File: src/rtl/keypad_time_encoder.sv
// Keypad entry for the countdown timer: synchronises and debounces one-hot key presses,
// then shifts each accepted key in from the right as BCD digits (microwave-style entry).
module keypad_time_encoder #(
  parameter int DEBOUNCE_CYCLES = 4
) (
  input  logic       clock,
  input  logic       reset,
  input  logic       enable,
  input  logic       clear_entry,
  input  logic [9:0] keypad,
  output logic [3:0] Minutos,
  output logic [3:0] DezenaSegundos,
  output logic [3:0] UnidadeSegundos,
  output logic       digit_strobe,
  output logic       key_error,
  output logic       time_valid
);

  localparam int CNT_W = (DEBOUNCE_CYCLES < 2) ? 1 : $clog2(DEBOUNCE_CYCLES + 1);

  typedef enum logic [1:0] {IDLE, DEBOUNCE, WAIT_REL} state_t;

  state_t           state, state_next;
  logic [9:0]       sync1, ks;
  logic [9:0]       cap, cap_next;
  logic [CNT_W-1:0] cnt, cnt_next;
  logic             accept;
  logic [9:0]       accept_code;
  logic             key_onehot;
  logic [3:0]       key_digit;

  always_ff @(posedge clock) begin
    if (reset) begin
      sync1 <= '0;
      ks    <= '0;
    end else begin
      sync1 <= keypad;
      ks    <= sync1;
    end
  end

  always_ff @(posedge clock) begin
    if (reset) begin
      state <= IDLE;
      cap   <= '0;
      cnt   <= '0;
    end else begin
      state <= state_next;
      cap   <= cap_next;
      cnt   <= cnt_next;
    end
  end

  // cnt holds how many identical samples of cap have been seen so far
  always_comb begin
    state_next  = state;
    cap_next    = cap;
    cnt_next    = cnt;
    accept      = 1'b0;
    accept_code = cap;
    case (state)
      IDLE: begin
        if (ks != 10'd0) begin
          cap_next = ks;
          cnt_next = CNT_W'(1);
          if (DEBOUNCE_CYCLES == 1) begin
            accept      = 1'b1;
            accept_code = ks;
            state_next  = WAIT_REL;
          end else begin
            state_next = DEBOUNCE;
          end
        end
      end
      DEBOUNCE: begin
        if (ks != cap) begin
          state_next = IDLE;
        end else begin
          cnt_next = cnt + CNT_W'(1);
          if (cnt == CNT_W'(DEBOUNCE_CYCLES - 1)) begin
            accept     = 1'b1;
            state_next = WAIT_REL;
          end
        end
      end
      WAIT_REL: begin
        if (ks == 10'd0) state_next = IDLE;
      end
      default: state_next = IDLE;
    endcase
  end

  always_comb begin
    key_onehot = (accept_code != 10'd0) &&
                 ((accept_code & (accept_code - 10'd1)) == 10'd0);
    key_digit  = 4'd0;
    for (int i = 0; i < 10; i++) begin
      if (accept_code[i]) key_digit = 4'(i);
    end
  end

  // clear_entry outranks a coincident accept; the FSM still advances on its own
  always_ff @(posedge clock) begin
    if (reset) begin
      Minutos         <= 4'd0;
      DezenaSegundos  <= 4'd0;
      UnidadeSegundos <= 4'd0;
      digit_strobe    <= 1'b0;
      key_error       <= 1'b0;
      time_valid      <= 1'b1;
    end else begin
      digit_strobe <= 1'b0;
      key_error    <= 1'b0;
      if (clear_entry) begin
        Minutos         <= 4'd0;
        DezenaSegundos  <= 4'd0;
        UnidadeSegundos <= 4'd0;
        time_valid      <= 1'b1;
      end else if (accept) begin
        if (!key_onehot) begin
          key_error <= 1'b1;
        end else if (enable) begin
          Minutos         <= DezenaSegundos;
          DezenaSegundos  <= UnidadeSegundos;
          UnidadeSegundos <= key_digit;
          digit_strobe    <= 1'b1;
          time_valid      <= (UnidadeSegundos <= 4'd5);
        end
      end
    end
  end

endmodule
File: config.mk
export PLATFORM = sky130hd
export DESIGN_NAME = keypad_time_encoder
export DESIGN_NICKNAME = d
export VERILOG_FILES = /design/src/rtl/keypad_time_encoder.sv
export SDC_FILE = /design/constraint.sdc
export NUM_CORES = 1
export LEC_CHECK = 0
export BUFFER_PORTS_ARGS = -buffer_cell sky130_fd_sc_hd__buf_2
export CORE_MARGIN = 4
export CORE_UTILIZATION = 47
export CTS_CLUSTER_DIAMETER = 40
export CTS_CLUSTER_SIZE = 40
export DETAILED_ROUTE_END_ITERATION = 10
export PLACE_DENSITY = 0.64
export SLEW_MARGIN = 20
export SYNTH_ARGS = -nofsm -noshare
export SYNTH_HDL_FRONTEND = slang
export SYNTH_SLANG_ARGS = --single-unit
export TNS_END_PERCENT = 5
File: constraint.sdc
create_clock -name clock -period 2.28 [get_ports clock]
set_input_delay 0.456 -clock clock [delete_from_list [all_inputs] [get_ports clock]]
set_output_delay 0.456 -clock clock [all_outputs]
set_load 0.005 [all_outputs]
### Word level (Yosys, flattened, before mapping)

Cells that the tools add are included.

| word-level totals | value |
|---|---|
| register bits after elaboration | 50 |
| latch bits | 0 |
| RAM bits | 0 |
| memory bits (read-only) | 0 |
| input port bits | 14 |
| word-level logic and storage cells | 61 |
| memories kept | 0 |

| cells by class | value |
|---|---|
| add/subtract/negate cells | 2 |
| multipliers | 0 |
| divide/modulo/power cells | 0 |
| magnitude comparators | 1 |
| eq/ne operators | 8 |
| shifts and indexed selects | 0 |
| muxes and demuxes | 22 |
| bitwise operators | 3 |
| reduce and logical (&&, ||, !) cells | 14 |

Operators by type and width:

| operator | count |
|---|---|
| two-way mux 4 bit | 8 |
| zero test 10 bit | 2 |
| nonzero test 10 bit | 2 |
| bitwise AND 10 bit | 1 |
| inequality test 10 bit | 1 |
| subtractor 10 x 1 -> 10 bit, second input constant | 1 |
| AND reduction 3 bit | 3 |
| two-way mux 2 bit | 4 |
| two-way mux 1 bit | 6 |
| two-way mux 3 bit | 2 |
| inequality test 2 bit, second input constant | 3 |
| one-hot mux 2 bit (3 select lines) | 1 |
| one-hot mux 3 bit (2 select lines) | 1 |
| <= comparator 4 x 3 -> 1 bit, second input constant | 1 |
| OR reduction 4 bit | 1 |
| adder 3 x 1 -> 3 bit, second input constant | 1 |
| equality test 3 x 2 -> 1 bit, second input constant | 1 |
| inequality test 3 bit, second input constant | 1 |
| OR reduction 3 bit | 1 |
| equality test 2 x 1 -> 1 bit, second input constant | 1 |
| equality test 2 bit, second input constant | 1 |
| zero test 2 bit | 1 |
| NOT 1 bit | 2 |
| AND reduction 2 bit | 1 |
| 3 further kinds | 3 |

### Logic depth before layout (Yosys ltp)

| logic depth | value |
|---|---|
| depth after elaboration | 9 |
| gate-level depth with buffers | 7 |
| gate-level depth less buffers | 6 |

### Worst setup path before layout

No wires, ideal clock.

| timing | value |
|---|---|
| path kind | register to register |
| start | register cap[2], in the netlist accept_code[2] |
| end | register UnidadeSegundos[3] |
| arrival time | 2.033 ns |
| required time | 2.208 ns |
| path slack | 0.176 ns |
| cell stages (with the launch flop) | 8 |
| buffers on the path | 2 |
| clock period less this slack | 2.104 ns |
| cells stage by stage | dfxtp_1 > buf_6 > or4_4 > nor3_1 > o32ai_1 > nor4b_4 > buf_6 > mux2i_1 |

| between the ends | value |
|---|---|
| word-level cells in the longest chain between the ends | 5 |
| elaborated cells between the ends (all ways) | 9 |
| classes of those cells | 1 x add/sub; 1 x eq/ne; 2 x mux; 1 x bitwise; 4 x reduce/logical |

Ends and longest elaborated chain:

| item | RTL line | source |
|---|---|---|
| start: declaration | 25 | `logic [9:0] cap, cap_next;` |
| start signal: assignment | 49 | `cap <= cap_next;` |
| subtractor 10 x 1 -> 10 bit | 95 | `((accept_code & (accept_code - 10'd1)) == 10'd0);` |
| bitwise AND 10 bit | 95 |  |
| zero test 10 bit | 95 |  |
| logical AND 1 bit | 94 | `key_onehot = (accept_code != 10'd0) &&` |
| AND reduction 3 bit (no source line) * | n/a |  |
| end signal: assignment | 125 | `UnidadeSegundos <= key_digit;` |
| end: declaration | 13 | `output logic [3:0] UnidadeSegundos,` |

Mark *: on every way between the ends. The rest lies on a longest branch, timed or not.
A chain may end at the register's enable or synchronous reset.

### Worst setup path after layout

| timing | value |
|---|---|
| start | register cap[1], in the netlist accept_code[1] |
| end | register DezenaSegundos[1] |

| between the ends | value |
|---|---|
| word-level cells in the longest chain between the ends | 5 |
| elaborated cells between the ends (all ways) | 9 |
| classes of those cells | 1 x add/sub; 1 x eq/ne; 2 x mux; 1 x bitwise; 4 x reduce/logical |

Ends and longest elaborated chain:

| item | RTL line | source |
|---|---|---|
| subtractor 10 x 1 -> 10 bit | 95 |  |
| bitwise AND 10 bit | 95 |  |
| zero test 10 bit | 95 |  |
| logical AND 1 bit | 94 |  |
| AND reduction 3 bit (no source line) * | n/a |  |
| end signal: assignment | 124 | `DezenaSegundos <= UnidadeSegundos;` |
| end: declaration | 12 | `output logic [3:0] DezenaSegundos,` |

Marks and branches as above.

==> flow_summary.toml <==
[outcome]
status = "finished clean"

[floorplan]
die-area_um2 = 5550
die_h_um = 74.5
rows = 23
die_x_um = 74.5
start_util = 0.501
boundaryPins = 29
core_area_um2 = 4140

[clocking]
clock_latency_ns = 0.30
cts_tree = "built"
cts_made_buffers = 5
clk_pin_slew_ns = 0.10
cts.sinks = 50
cts_hold_buffers = 0
post_cts_buffers = 0
cts-root-buf = "clkbuf_8"
htree_levels = 2
post_cts_resized = 0
ctsLongestPathBuffers = 2

[drt]
drtPass1Iterations = 4
vias_per_cell = 5.24
vias = 1526
wl_um = 3900
drc_errors = 0
drt_iter0_markers = 65
drtAntennaViolNets = 0
wl_per_cell_um = 13.4

[power_and_ir_drop]
p_comb_frac = 0.120
p_sw_frac = 0.258
p_leak_nw = 1.01
clkPwrFrac = 0.328
p_seq_frac = 0.552
power.switching_mw = 0.433
internal_power_mw = 1.25
peakVddDrop_mv = 0.506
p_per_area_nw_per_um2 = 709

[logic_synthesis]
synth.area.top_cells = "dfxtp_1 48%, mux2i_1 10%, nor2b_1 6.3%"
yosysSeqAreaShare = 0.482
synth_edf_count = 0
ys_ff_latch = 50
synth_cell_types = 41
syn_inst = 211
synthArstFlopShare = 0
syn_avg_cell_area_um2 = 9.84
yosysWarnings = 0
syn_area_um2 = 2080
synthFlopType = "dfxtp_1"
syn-num-nets = 227
synth_top_area_frac = 0.482
synth_top_cell_by_area = "dfxtp_1"

[timing]
setup_viol_count_final = 0
hold_viol_final = 0
rsz0062_at_grt = "no"
timing.final.crit_share = 0.950
hold_ws_ns = 0.358
finalCriticalPeriod_ns = 2.17
tns_ns = 0
tightestPinTransition_ns = 0.865
clock_skew_ns = 0.00803
slew_viol_final = 0
relSlewSlack = 0.421
max_freq_mhz = 462

[cells_and_area]
synthToLayoutAreaGrowth_pct = 13.9
drive_gt1_frac = 0.207
antennaDiodeCount = 0
fin_util = 0.571
num-nets-final = 256

[placed_design]
dp.final_hpwl_um = 2890
routabilityCongestion = 0.802
io_buffers = 28

[setup_path]
critPathCaptureType = "flip-flop"
crit_type = "flip-flop to flip-flop"
crit_arrival_ns = 2.39
start_kind = "flip-flop"
critPathMaxFanout = 13
crit_required_ns = 2.50

[grt]
antenna_found_initial = 0
grt_first_pass_wirelength_um = 6410
grt_pass1_vias = 1350
overflow = 0
grt_max_degree = 34
track_usage = 0.153

[job]
max_cap_viol_count = 0

[hold_path]
hold_path_class = "input pin to flip-flop"
## flip-flops by register name (all words and copies together), names as in the netlist
name / count
key_error: 1
sync1: 10
digit_strobe: 1
ks: 10
DezenaSegundos: 4
state: 2
accept_code: 10
Minutos: 4
UnidadeSegundos: 4
cnt: 3
time_valid: 1
## final timing paths
path | from | to | slack [ns] | depth (start not counted)
setup / recovery | accept_code[1] | DezenaSegundos[1] | 0.11 | 6
hold / removal | keypad[9] | sync1[9] | 0.36 | 2
setup reg to reg | accept_code[1] | DezenaSegundos[1] | 0.11 | 6
hold reg to reg | sync1[9] | ks[9] | 0.44 | 1
## metal layers
layer  wire, um  up-vias  global-route usage
met2       1770       24               0.224
li1           -      789                   -
met5          0        -                   0
met4         55        0              0.0593
met1       1920      708               0.213
met3        146        5              0.0419
## synth_stat cells, types with 2 or more instances
library cell,number
nor2_1,23
inv_1,3
nor4_1,7
xor2_1,9
a31oi_1,2
buf_2,2
o41ai_1,2
a21oi_1,6
nand2_1,16
buf_6,3
dfxtp_1,50
nor2b_1,21
nand4_1,3
nor3_1,8
xnor2_1,2
mux2i_1,21
ha_1,2
clkbuf_1,8
## through the flow
stage | total power, mW | setup slack (ns) | instances | cell area, um^2
4_1_cts | 1.69 | 0.0931 | 291 | 2360
3_5_place_dp | 1.15 | 0.118 | 283 | 2260
2_1_floorplan | 1.10 | 0.176 | 211 | 2080
6_report | 1.68 | 0.113 | 291 | 2370
3_3_place_gp | 1.15 | 0.238 | 283 | 2260
5_1_grt | 1.76 | 0.000805 | 291 | 2370
## cells in the final DEF (no fill, tap or decap), types with 2 or more instances in the layout
master and instances:
xor2_1 9, nor2b_1 21, a21oi_1 6, clkinv_4 2
nor4_1 7, o41ai_1 2, xnor2_1 2, nor3_1 8
ha_1 2, inv_1 3, nand2_1 16, buf_2 28
mux2i_1 21, buf_4 7, clkbuf_8 6, nor2_1 23
nand4_1 3, a31oi_1 2, dfxtp_1 49
## power by group through the flow
stage	clock (mW)	sequential, mW	combinational, mW
2_1_floorplan	0	0.935	0.163
3_3_place_gp	0	0.946	0.200
3_5_place_dp	0	0.947	0.201
4_1_cts	0.565	0.926	0.201
5_1_grt	0.610	0.931	0.223
6_report	0.550	0.927	0.202
## critical path, cell delays in order, from the launching register on
cell and delay [ns]:
dfxtp_1 0.37, or4_4 0.56, nor4_1 0.19, o32ai_1 0.20, nor4b_4 0.35, buf_12 0.20, mux2i_1 0.21
## cell type report
| cell class | count | area [um^2] |
|---|---|---|
| Clock buffer | 6 | 82.6 |
| Clock inverter | 2 | 17.5 |
| Multi-Input combinational cell | 144 | 977 |
| Tap cell | 50 | 62.6 |
| Inverter | 3 | 11.3 |
| Timing Repair Buffer | 36 | 213 |
| Fill cell | 403 | 1780 |
| Sequential cell | 50 | 1000 |
## logic make-up (layout without fill, tap and decap cells)
| logic type | Yosys count | in the layout | synth area share |
|---|---|---|---|
| flops | 50 | 50 | 0.482 |
| buf+inv | 17 | 47 | 0.0506 |
| compound gates | 21 | 21 | 0.0753 |
| fa+ha+maj | 3 | 3 | 0.0169 |
| simple gates | 88 | 88 | 0.228 |
| mux | 21 | 21 | 0.101 |
| xor+xnor | 11 | 11 | 0.0464 |
No activity file was read; power rests on OpenSTA's default activity.
